File: config.mk
export PLATFORM = sky130hd
export DESIGN_NAME = fetch_stage
export DESIGN_NICKNAME = d
export VERILOG_FILES = /design/src/rtl/riscv_pkg.sv /design/src/rtl/sync_fifo.sv /design/src/rtl/fetch_stage.sv
export SDC_FILE = /design/constraint.sdc
export NUM_CORES = 1
export LEC_CHECK = 0
export ABC_CLOCK_PERIOD_IN_PS = 10700
export CORE_UTILIZATION = 53
export DETAILED_ROUTE_END_ITERATION = 12
export PLACE_DENSITY = 0.82
export SLEW_MARGIN = 20
export SYNTH_ARGS = -nofsm -noshare
export SYNTH_HDL_FRONTEND = slang
export SYNTH_SLANG_ARGS = --single-unit
File: constraint.sdc
create_clock -name clk_i -period 10.7 [get_ports clk_i]
set_input_delay 1.07 -clock clk_i [delete_from_list [all_inputs] [get_ports clk_i]]
set_output_delay 1.07 -clock clk_i [all_outputs]
set_load 0.01 [all_outputs]
File: src/rtl/riscv_pkg.sv
// Shared RISC-V front-end types: fetch buffer entry, NOP encoding, reset PC
// and the decode control bundle.
package riscv_pkg;

  localparam logic [31:0] NOP_INSTR        = 32'h0000_0013;
  localparam logic [31:0] DEFAULT_RESET_PC = 32'h0000_0000;

  typedef struct packed {
    logic [31:0] pc;
    logic [31:0] instr;
  } fetch_entry_t;

  typedef enum logic [1:0] {
    ALU_ADD,
    ALU_SUB,
    ALU_OR,
    ALU_AND
  } alu_op_e;

  typedef struct packed {
    logic    reg_write;
    logic    mem_read;
    logic    mem_write;
    logic    branch;
    logic    alu_src;
    alu_op_e alu_op;
  } control_signals_t;

endpackage

File: src/rtl/sync_fifo.sv
// Single-clock FIFO with registered storage, occupancy count and a
// synchronous clear that empties it in one cycle.
module sync_fifo #(
  parameter int WIDTH = 64,
  parameter int DEPTH = 2,
  localparam int AW = (DEPTH > 1) ? $clog2(DEPTH) : 1,
  localparam int CW = $clog2(DEPTH + 1)
) (
  input  logic             clk_i,
  input  logic             rst_i,
  input  logic             clear_i,
  input  logic             push_i,
  input  logic             pop_i,
  input  logic [WIDTH-1:0] wdata_i,
  output logic [WIDTH-1:0] rdata_o,
  output logic             full_o,
  output logic             empty_o,
  output logic [CW-1:0]    count_o
);

  logic [WIDTH-1:0] mem_q [DEPTH];
  logic [WIDTH-1:0] mem_d [DEPTH];
  logic [AW-1:0]    wr_ptr_q, wr_ptr_d;
  logic [AW-1:0]    rd_ptr_q, rd_ptr_d;
  logic [CW-1:0]    count_q, count_d;
  logic             do_push, do_pop;

  function automatic logic [AW-1:0] ptr_inc(input logic [AW-1:0] p);
    return (p == AW'(DEPTH - 1)) ? '0 : p + AW'(1);
  endfunction

  assign full_o  = (count_q == CW'(DEPTH));
  assign empty_o = (count_q == '0);
  assign count_o = count_q;
  assign rdata_o = mem_q[rd_ptr_q];

  always_comb begin
    // A push into a full FIFO is only legal when the head leaves this cycle.
    do_push  = push_i && (!full_o || pop_i);
    do_pop   = pop_i && !empty_o;
    mem_d    = mem_q;
    wr_ptr_d = wr_ptr_q;
    rd_ptr_d = rd_ptr_q;
    count_d  = count_q + CW'(do_push) - CW'(do_pop);
    if (do_push) begin
      mem_d[wr_ptr_q] = wdata_i;
      wr_ptr_d        = ptr_inc(wr_ptr_q);
    end
    if (do_pop) begin
      rd_ptr_d = ptr_inc(rd_ptr_q);
    end
    if (clear_i) begin
      wr_ptr_d = '0;
      rd_ptr_d = '0;
      count_d  = '0;
    end
  end

  always_ff @(posedge clk_i) begin
    if (rst_i) begin
      wr_ptr_q <= '0;
      rd_ptr_q <= '0;
      count_q  <= '0;
    end else begin
      wr_ptr_q <= wr_ptr_d;
      rd_ptr_q <= rd_ptr_d;
      count_q  <= count_d;
    end
  end

  always_ff @(posedge clk_i) begin
    mem_q <= mem_d;
  end

endmodule

File: src/rtl/fetch_stage.sv
// Instruction fetch: issues sequential requests to instruction memory under a
// credit limit, buffers in-order responses and squashes stale ones on redirect.
module fetch_stage
  import riscv_pkg::*;
#(
  parameter logic [31:0] RESET_PC = DEFAULT_RESET_PC,
  parameter int          DEPTH    = 2
) (
  input  logic        clk_i,
  input  logic        rst_i,
  output logic        imem_req_o,
  output logic [31:0] imem_addr_o,
  input  logic        imem_gnt_i,
  input  logic        imem_rvalid_i,
  input  logic [31:0] imem_rdata_i,
  input  logic        redirect_i,
  input  logic [31:0] redirect_pc_i,
  output logic        instr_valid_o,
  output logic [31:0] instr_o,
  output logic [31:0] pc_o,
  input  logic        instr_ready_i
);

  localparam int CW = $clog2(DEPTH + 1);

  logic [31:0]   pc_q, pc_d;
  logic [31:0]   resp_pc_q, resp_pc_d;
  logic [CW-1:0] outstanding_q, outstanding_d;
  logic [CW-1:0] discard_q, discard_d;

  logic [CW:0]   in_flight;
  logic [31:0]   redirect_target;
  logic          issue, rsp_live, rsp_drop, push, pop;
  logic          fifo_full, fifo_empty;
  logic [CW-1:0] fifo_count;
  fetch_entry_t  push_entry, head_entry;

  assign imem_addr_o = pc_q;

  always_comb begin
    redirect_target = {redirect_pc_i[31:2], 2'b00};
    // Credits use the pre-pop occupancy so a pop never frees a slot the same cycle.
    in_flight  = {1'b0, outstanding_q} + {1'b0, fifo_count};
    imem_req_o = !rst_i && !redirect_i && (in_flight < (CW+1)'(DEPTH));
    issue      = imem_req_o && imem_gnt_i;
    rsp_live   = imem_rvalid_i && (outstanding_q != '0);
    rsp_drop   = rsp_live && (discard_q != '0);
    push       = rsp_live && !rsp_drop && !redirect_i && !rst_i;
    push_entry = '{pc: resp_pc_q, instr: imem_rdata_i};

    instr_valid_o = !fifo_empty && !rst_i;
    instr_o       = instr_valid_o ? head_entry.instr : NOP_INSTR;
    pc_o          = instr_valid_o ? head_entry.pc : 32'h0;
    pop           = instr_valid_o && instr_ready_i && !redirect_i;

    pc_d          = issue ? pc_q + 32'd4 : pc_q;
    resp_pc_d     = push ? resp_pc_q + 32'd4 : resp_pc_q;
    outstanding_d = outstanding_q + CW'(issue) - CW'(rsp_live);
    discard_d     = discard_q - CW'(rsp_drop);
    if (redirect_i) begin
      // Everything still in flight belongs to the wrong path.
      pc_d          = redirect_target;
      resp_pc_d     = redirect_target;
      outstanding_d = outstanding_q - CW'(rsp_live);
      discard_d     = outstanding_q - CW'(rsp_live);
    end
  end

  always_ff @(posedge clk_i) begin
    if (rst_i) begin
      pc_q          <= RESET_PC;
      resp_pc_q     <= RESET_PC;
      outstanding_q <= '0;
      discard_q     <= '0;
    end else begin
      pc_q          <= pc_d;
      resp_pc_q     <= resp_pc_d;
      outstanding_q <= outstanding_d;
      discard_q     <= discard_d;
    end
  end

  sync_fifo #(
    .WIDTH ($bits(fetch_entry_t)),
    .DEPTH (DEPTH)
  ) u_buf (
    .clk_i   (clk_i),
    .rst_i   (rst_i),
    .clear_i (redirect_i),
    .push_i  (push),
    .pop_i   (pop),
    .wdata_i (push_entry),
    .rdata_o (head_entry),
    .full_o  (fifo_full),
    .empty_o (fifo_empty),
    .count_o (fifo_count)
  );

  a_no_overflow : assert property (@(posedge clk_i) disable iff (rst_i)
    !(push && fifo_full && !pop));
  a_outstanding_bound : assert property (@(posedge clk_i) disable iff (rst_i)
    outstanding_q <= CW'(DEPTH));

endmodule
==> impl_metrics.yaml, run 1 <==
critical_path:
  crit_start: "rst_i"
  cp.arrival_ns: 3.57
  worst-setup-path-type: "in2out"
  r2r_setup_slack_ns: 7.75
  critPathMaxFanout: 60
  cp-end-kind: "output port"
  cp-start-kind: "input port"
  crit_required_ns: 9.63
  reg2reg_from: "u_buf.count_o[0]"
timing:
  fmax_mhz: 215
  fin_skew_ns: 0.00773
  tightestPinTransition_ns: 1.09
  setup_tns_ns: 0
  slew_viol_final: 0
  rsz0062_at_grt: "false"
  period_needed_ns: 4.64
  setup_viol: 0
  whs_ns: 0.525
  timing.final.hold_violations: 0
  slew_headroom_pct: 26.9
  setup_ws_ns: 6.06
  period_share_pct: 43.4
power_and_ir_drop:
  ir_drop_mv: 0.123
  swShare_pct: 22.8
  pwr_density_cell_mw_per_mm2: 154
  p_switching_mw: 0.382
  pwr-share-clk_pct: 39.0
  p_leak_nw: 3.67
  power_frac_seq_pct: 51.0
  p_int_mw: 1.29
  pwr-share-comb_pct: 10.0
logic_synthesis:
  ys_ff_latch: 192
  ys_warn_count: 0
  yosys.area_share.adder_pct: 1.41
  synth_ff_type: "edfxtp_1"
  ys_top_cells_by_count: "edfxtp_1 (124), nor2_1 (86), dfxtp_1 (68)"
  synth_top_area_share_pct: 43.8
  muxShareOfSynthArea_pct: 7.44
  synth_top_family_by_area: "simple AND/OR/NAND/NOR gates"
  synthArstFlopShare_pct: 0
  seq_area_frac_synth_pct: 59.8
  synth_edf_count: 124
  synthCells: 727
  synth_area_per_cell_um2: 11.7
  synth-xor-area-share_pct: 6.18
  synthTopCellsByArea: "edfxtp_1 (44%), dfxtp_1 (16%), mux2i_1 (7.3%), xor2_1 (4.1%), nor2_1 (3.8%)"
  synth.most_common_cell: "edfxtp_1"
  mappedNetlistArea_mm2: 0.00850
  synth_cell_types: 51
  synth_compound_area_share_pct: 7.76
  synth-simple-area-share_pct: 14.0
  yosysTopAreaCell: "edfxtp_1"
routing:
  drt-total-wl_mm: 18.6
  wl_per_cell_um: 16.9
  num_vias: 6148
  ant_nets: 0
  drc: 0
  drt-initial-drc-count: 637
  viasPerCell: 5.58
  first_pass_iters: 6
global_routing:
  grt_pass1_vias: 5958
  grt_overflow: 0
  grtUsageMet2_pct: 37.0
  gr-usage-met3_pct: 4.74
  grt_usage_pct: 23.3
  grt_first_pass_wirelength_mm: 29.8
  antenna_found_initial: 0
  grtUsageMet1_pct: 31.2
  grt_max_degree: 70
  busiest_layer: "met2"
clock_tree:
  htreeDepth: 4
  holdBufCountCts: 0
  cts_setup_buffers: 0
  root_buffer: "clkbuf_16"
  cts_buffer_depth: 2
  numCtsBuffers: 17
  clk_latency_ns: 0.43
  cts.repair.resized: 0
  cts_tree: "yes"
  clock_sinks: 192
  clk_pin_slew_ns: 0.06
flow_run:
  maxCapViolCount: 0
final_layout:
  final_core_util_pct: 70.6
  fillers: 1079
  antenna_cells: 0
  nets: 956
  drive_above_1_share_pct: 5.62
  synthToLayoutAreaGrowth_pct: 28.2
  multi_input_area_mm2: 0.00315
  register_area_mm2: 0.00509
die:
  num_rows: 45
  die_y_um: 129
  ios: 168
  die_area_mm2: 0.0165
  initial_core_util_pct: 55.1
  chipWidth_um: 129
  coreArea_mm2: 0.0154
hold_path:
  min_path_type: "reg2reg"
  worstHoldStart: "resp_pc_q[8]"
placement:
  preCtsSetupSlack_ns: 5.69
  dpl.hpwl_mm: 12.2
  io_buffers: 161
  gp_congestion: 0.874
status:
  run_status: "finished, final reports clean"
[registers in the layout (all words and copies together), names as in the netlist]
signal / cells
resp_pc_q: 30
u_buf.wr_ptr_q: 1
imem_addr_o: 30
outstanding_q: 2
discard_q: 2
u_buf.count_o: 2
u_buf.mem_q: 124
u_buf.rd_ptr_q: 1
[critical path: stages]
cell             delay (ns)
clkdlybuf4s50_1        0.45
buf_4                  0.47
or2_4                  0.66
inv_1                  0.23
nand2_1                0.10
clkdlybuf4s50_1        0.54
[cell type report]
| type | instances | share of cell area (%) |
|---|---|---|
| Sequential cell | 192 | 46.7 |
| Multi-Input combinational cell | 469 | 28.9 |
| Timing Repair Buffer | 167 | 15.2 |
| Inverter | 30 | 1.03 |
| Clock inverter | 14 | 1.75 |
| Clock buffer | 18 | 3.94 |
| Tap cell | 211 | 2.42 |
[final timing paths]
check / end / cells past startpoint
max: instr_o[1] / 6
min: u_buf.mem_q[104] / 0
max reg2reg: outstanding_q[1] / 12
min reg2reg: u_buf.mem_q[104] / 0
[cell usage in the layout, fill, tap and decap left out, types with 5 or more instances in the layout]
cell | netlist | final
nor2_1 | 86 | 86
nand3_1 | 22 | 22
inv_1 | 30 | 29
nand4_1 | 31 | 31
edfxtp_1 | 124 | 124
a21oi_1 | 30 | 30
clkdlybuf4s50_1 | 0 | 161
xnor2_1 | 20 | 20
a31oi_1 | 8 | 8
buf_4 | 4 | 6
xor2_1 | 40 | 40
dfxtp_1 | 68 | 67
nand2_1 | 36 | 36
a21boi_0 | 16 | 16
and2_1 | 7 | 6
a21o_1 | 5 | 5
clkbuf_16 | 0 | 17
a21boi_1 | 13 | 13
ha_1 | 8 | 8
a211oi_1 | 8 | 8
nor3_1 | 8 | 7
and3_1 | 13 | 13
mux2i_1 | 62 | 62
[metrics by stage]
stage	instances	cell area (µm²)	power, mW
after global placement	1069	10300	1.02
final	1101	10900	1.68
after floorplan	730	8510	0.958
after global routing	1101	10900	1.73
after CTS	1101	10900	1.68
after detailed placement	1069	10300	1.03
[power by group through the flow]
stage / logic [mW] / clock network, mW / registers, mW
CTS: 0.166 / 0.661 / 0.855
detailed placement: 0.162 / 0 / 0.870
finish: 0.167 / 0.654 / 0.856
floorplan: 0.0914 / 0 / 0.867
global route: 0.181 / 0.692 / 0.860
global placement: 0.158 / 0 / 0.867
[layer usage]
metal  vias to the layer above  wire, µm
li1                       2920         -
met1                      2874      8240
met2                       314      8560
met3                        40      1460
met4                         0       387
met5                         -         0
[cells by family (layout without fill, tap and decap cells)]
family	after synthesis	after routing
AND/OR/NAND/NOR	233	233
XOR/XNOR	60	60
adder cells (fa/ha/maj)	9	9
multiplexers	63	63
AO/OA/AOI/OAI	100	100
other	1	4
flip-flops	192	192
buffers and inverters	69	229
Power figures use the tool's default switching activity.
==> run 2, diff against run 1 <==
--- a/config.mk
+++ b/config.mk
@@ -5,10 +5,10 @@
 export SDC_FILE = /design/constraint.sdc
 export NUM_CORES = 1
 export LEC_CHECK = 0
-export ABC_CLOCK_PERIOD_IN_PS = 10700
-export CORE_UTILIZATION = 53
+export ABC_CLOCK_PERIOD_IN_PS = 4500
+export CORE_UTILIZATION = 52
 export DETAILED_ROUTE_END_ITERATION = 12
-export PLACE_DENSITY = 0.82
+export PLACE_DENSITY = 0.8
 export SLEW_MARGIN = 20
 export SYNTH_ARGS = -nofsm -noshare
 export SYNTH_HDL_FRONTEND = slang
==> constraint.sdc (replaced) <==
create_clock -name clk_i -period 4.5 [get_ports clk_i]
set_input_delay 0.45 -clock clk_i [delete_from_list [all_inputs] [get_ports clk_i]]
set_output_delay 0.45 -clock clk_i [all_outputs]
set_load 0.01 [all_outputs]
==> run 2 against run 1 <==
- clock skew is 0.00093 ns higher
- wire length is 0.69% lower
- sequential share of layout area is 0.054 points higher
- global-route usage is 0.78 points lower
- die area is 1.9% higher
- sequential cell count stayed put
- power is 130% higher
- combinational power is 140% higher
- via count is 1.2% lower
- clock power is 130% higher
- worst hold slack worse by 0.012 ns
==> impl_metrics.yaml, run 2 (synthesized netlist as in run 1, its figures left out) <==
timing:
  tightestPinTransition_ns: 1.10
  fin_skew_ns: 0.00865
  rsz0062_at_grt: "false"
  slew_headroom_pct: 26.7
  period_share_pct: 67.8
  period_needed_ns: 3.05
  slew_viol_final: 0
  fmax_mhz: 328
  setup_tns_ns: 0
  setup_viol: 0
  timing.final.hold_violations: 0
final_layout:
  layout_commonest_cell: "clkdlybuf4s50_1"
  synthToLayoutAreaGrowth_pct: 28.0
  antenna_cells: 0
  nets: 956
  final_cell_mix: "clkdlybuf4s50_1 (161), edfxtp_1 (124), nor2_1 (86)"
  largest_reg_flops: 124
  largest-register: "u_buf.mem_q"
  drive_above_1_share_pct: 5.62
critical_path:
  cpPeakStageDelay_ns: 0.63
  worst-setup-path-type: "reg2reg"
  cp.arrival_ns: 3.35
  rr_endpoint: "outstanding_q[1]"
  cp-start-kind: "register"
  r2r_cells: 12
  critPathMaxFanout: 4
  path_buf_inv: 2
  cp.depth: 12
  reg2reg_from: "outstanding_q[0]"
  slowest_stage: "nor3b_1"
  endpoint: "outstanding_q[1]"
  cp_cell_sequence: "inv_1 -> nor2_1 -> fa_1 -> nor3b_1 -> nand2_1 -> ha_1 -> inv_1 -> ha_1 -> xnor2_1 -> o21ai_0 -> xnor2_1 -> nor2_1"
  crit_start: "outstanding_q[0]"
  r2r_setup_slack_ns: 1.45
  crit_required_ns: 4.80
  cp-end-kind: "register"
  path_delay_family: "adder cells"
power_and_ir_drop:
  finalPower_mw: 3.91
  ir_drop_mv: 0.278
  pwr_density_cell_mw_per_mm2: 360
  p_leak_nw: 3.66
placement:
  dpl.hpwl_mm: 12.3
  io_buffers: 161
  gp_congestion: 0.881
die:
  initial_core_util_pct: 53.3
  die_area_mm2: 0.0169
  die_y_um: 130
  chipWidth_um: 130
  ios: 168
  num_rows: 46
  coreArea_mm2: 0.0159
routing:
  drt-initial-drc-count: 583
  viasPerCell: 5.49
  wl_per_cell_um: 16.7
  first_pass_iters: 6
  ant_nets: 0
  drc: 0
  num_vias: 6072
  drt-total-wl_mm: 18.5
clock_tree:
  htreeDepth: 4
  root_buffer: "clkbuf_16"
  clock_sinks: 192
  clk_pin_slew_ns: 0.07
  clk_latency_ns: 0.43
  numCtsBuffers: 17
  cts.repair.resized: 0
  cts_buffer_depth: 2
  holdBufCountCts: 0
  cts_setup_buffers: 0
  cts_tree: "yes"
global_routing:
  grt_first_pass_wirelength_mm: 28.8
  grt_overflow: 0
  grt_usage_pct: 22.5
  grt_max_degree: 70
  antenna_found_initial: 0
  grt_pass1_vias: 5762
status:
  run_status: "finished, final reports clean"
hold_path:
  min_path_type: "reg2reg"
flow_run:
  maxCapViolCount: 0
[run 2: cell count changes in the layout (fill, tap and decap cells not counted), sizes merged]
cell | before | now
inv | 30 | 35
bufinv | 4 | 2
clkinvlp | 2 | 3
clkinv | 8 | 4
[run 2: worst min-delay path by stage]
stage	endpoint	cells after the start	start
finish	u_buf.mem_q[40]	0	resp_pc_q[8]
global route	u_buf.mem_q[104]	0	resp_pc_q[8]
CTS	u_buf.mem_q[104]	0	resp_pc_q[8]
detailed placement	u_buf.mem_q[40]	0	resp_pc_q[8]
global placement	u_buf.mem_q[104]	0	resp_pc_q[8]
floorplan	u_buf.mem_q[127]	0	resp_pc_q[31]
[run 2: layout make-up]
class	count	area, µm²
repair buffers	167	1670
clock buffers	18	429
inverters	30	113
fillers	1181	5060
clock inverters	14	153
flip-flops and latches	192	5090
multi-input cells	469	3160
well taps	216	270
[run 2: worst register-to-register path, cell delays in order (launching register included)]
cell	delay, ns
dfxtp_1	0.37
inv_1	0.08
nor2_1	0.12
fa_1	0.51
nor3b_1	0.63
nand2_1	0.12
ha_1	0.30
inv_1	0.05
ha_1	0.19
xnor2_1	0.12
o21ai_0	0.23
xnor2_1	0.15
nor2_1	0.05
[run 2: power by group]
part	leakage (nW)	switching [mW]	total [mW]	internal [mW]
sequential	1.69	0.0813	2.04	1.95
combinational	1.69	0.205	0.400	0.195
clock	0.278	0.651	1.48	0.827
total	3.66	0.937	3.91	2.98
[run 2: layer usage]
layer | GRT usage [%] | routed length (µm) | vias to the layer above
met5 | 0 | 0 | -
met4 | 8.55 | 284 | 0
met2 | 35.2 | 8550 | 281
met3 | 4.84 | 1510 | 25
li1 | - | - | 2903
met1 | 30.9 | 8180 | 2863
[run 2: metrics by stage]
stage	setup slack (ns)	cells	area [µm²]	hold WS (ns)	utilization, %
after floorplan	0.382	730	8510	0.462	-
after global placement	0.977	1074	10300	0.493	64.6
after detailed placement	0.879	1074	10300	0.493	64.6
final	1.45	1106	10900	0.514	68.2
after CTS	1.03	1106	10900	0.515	68.2
after global routing	1.30	1106	10900	0.524	68.2
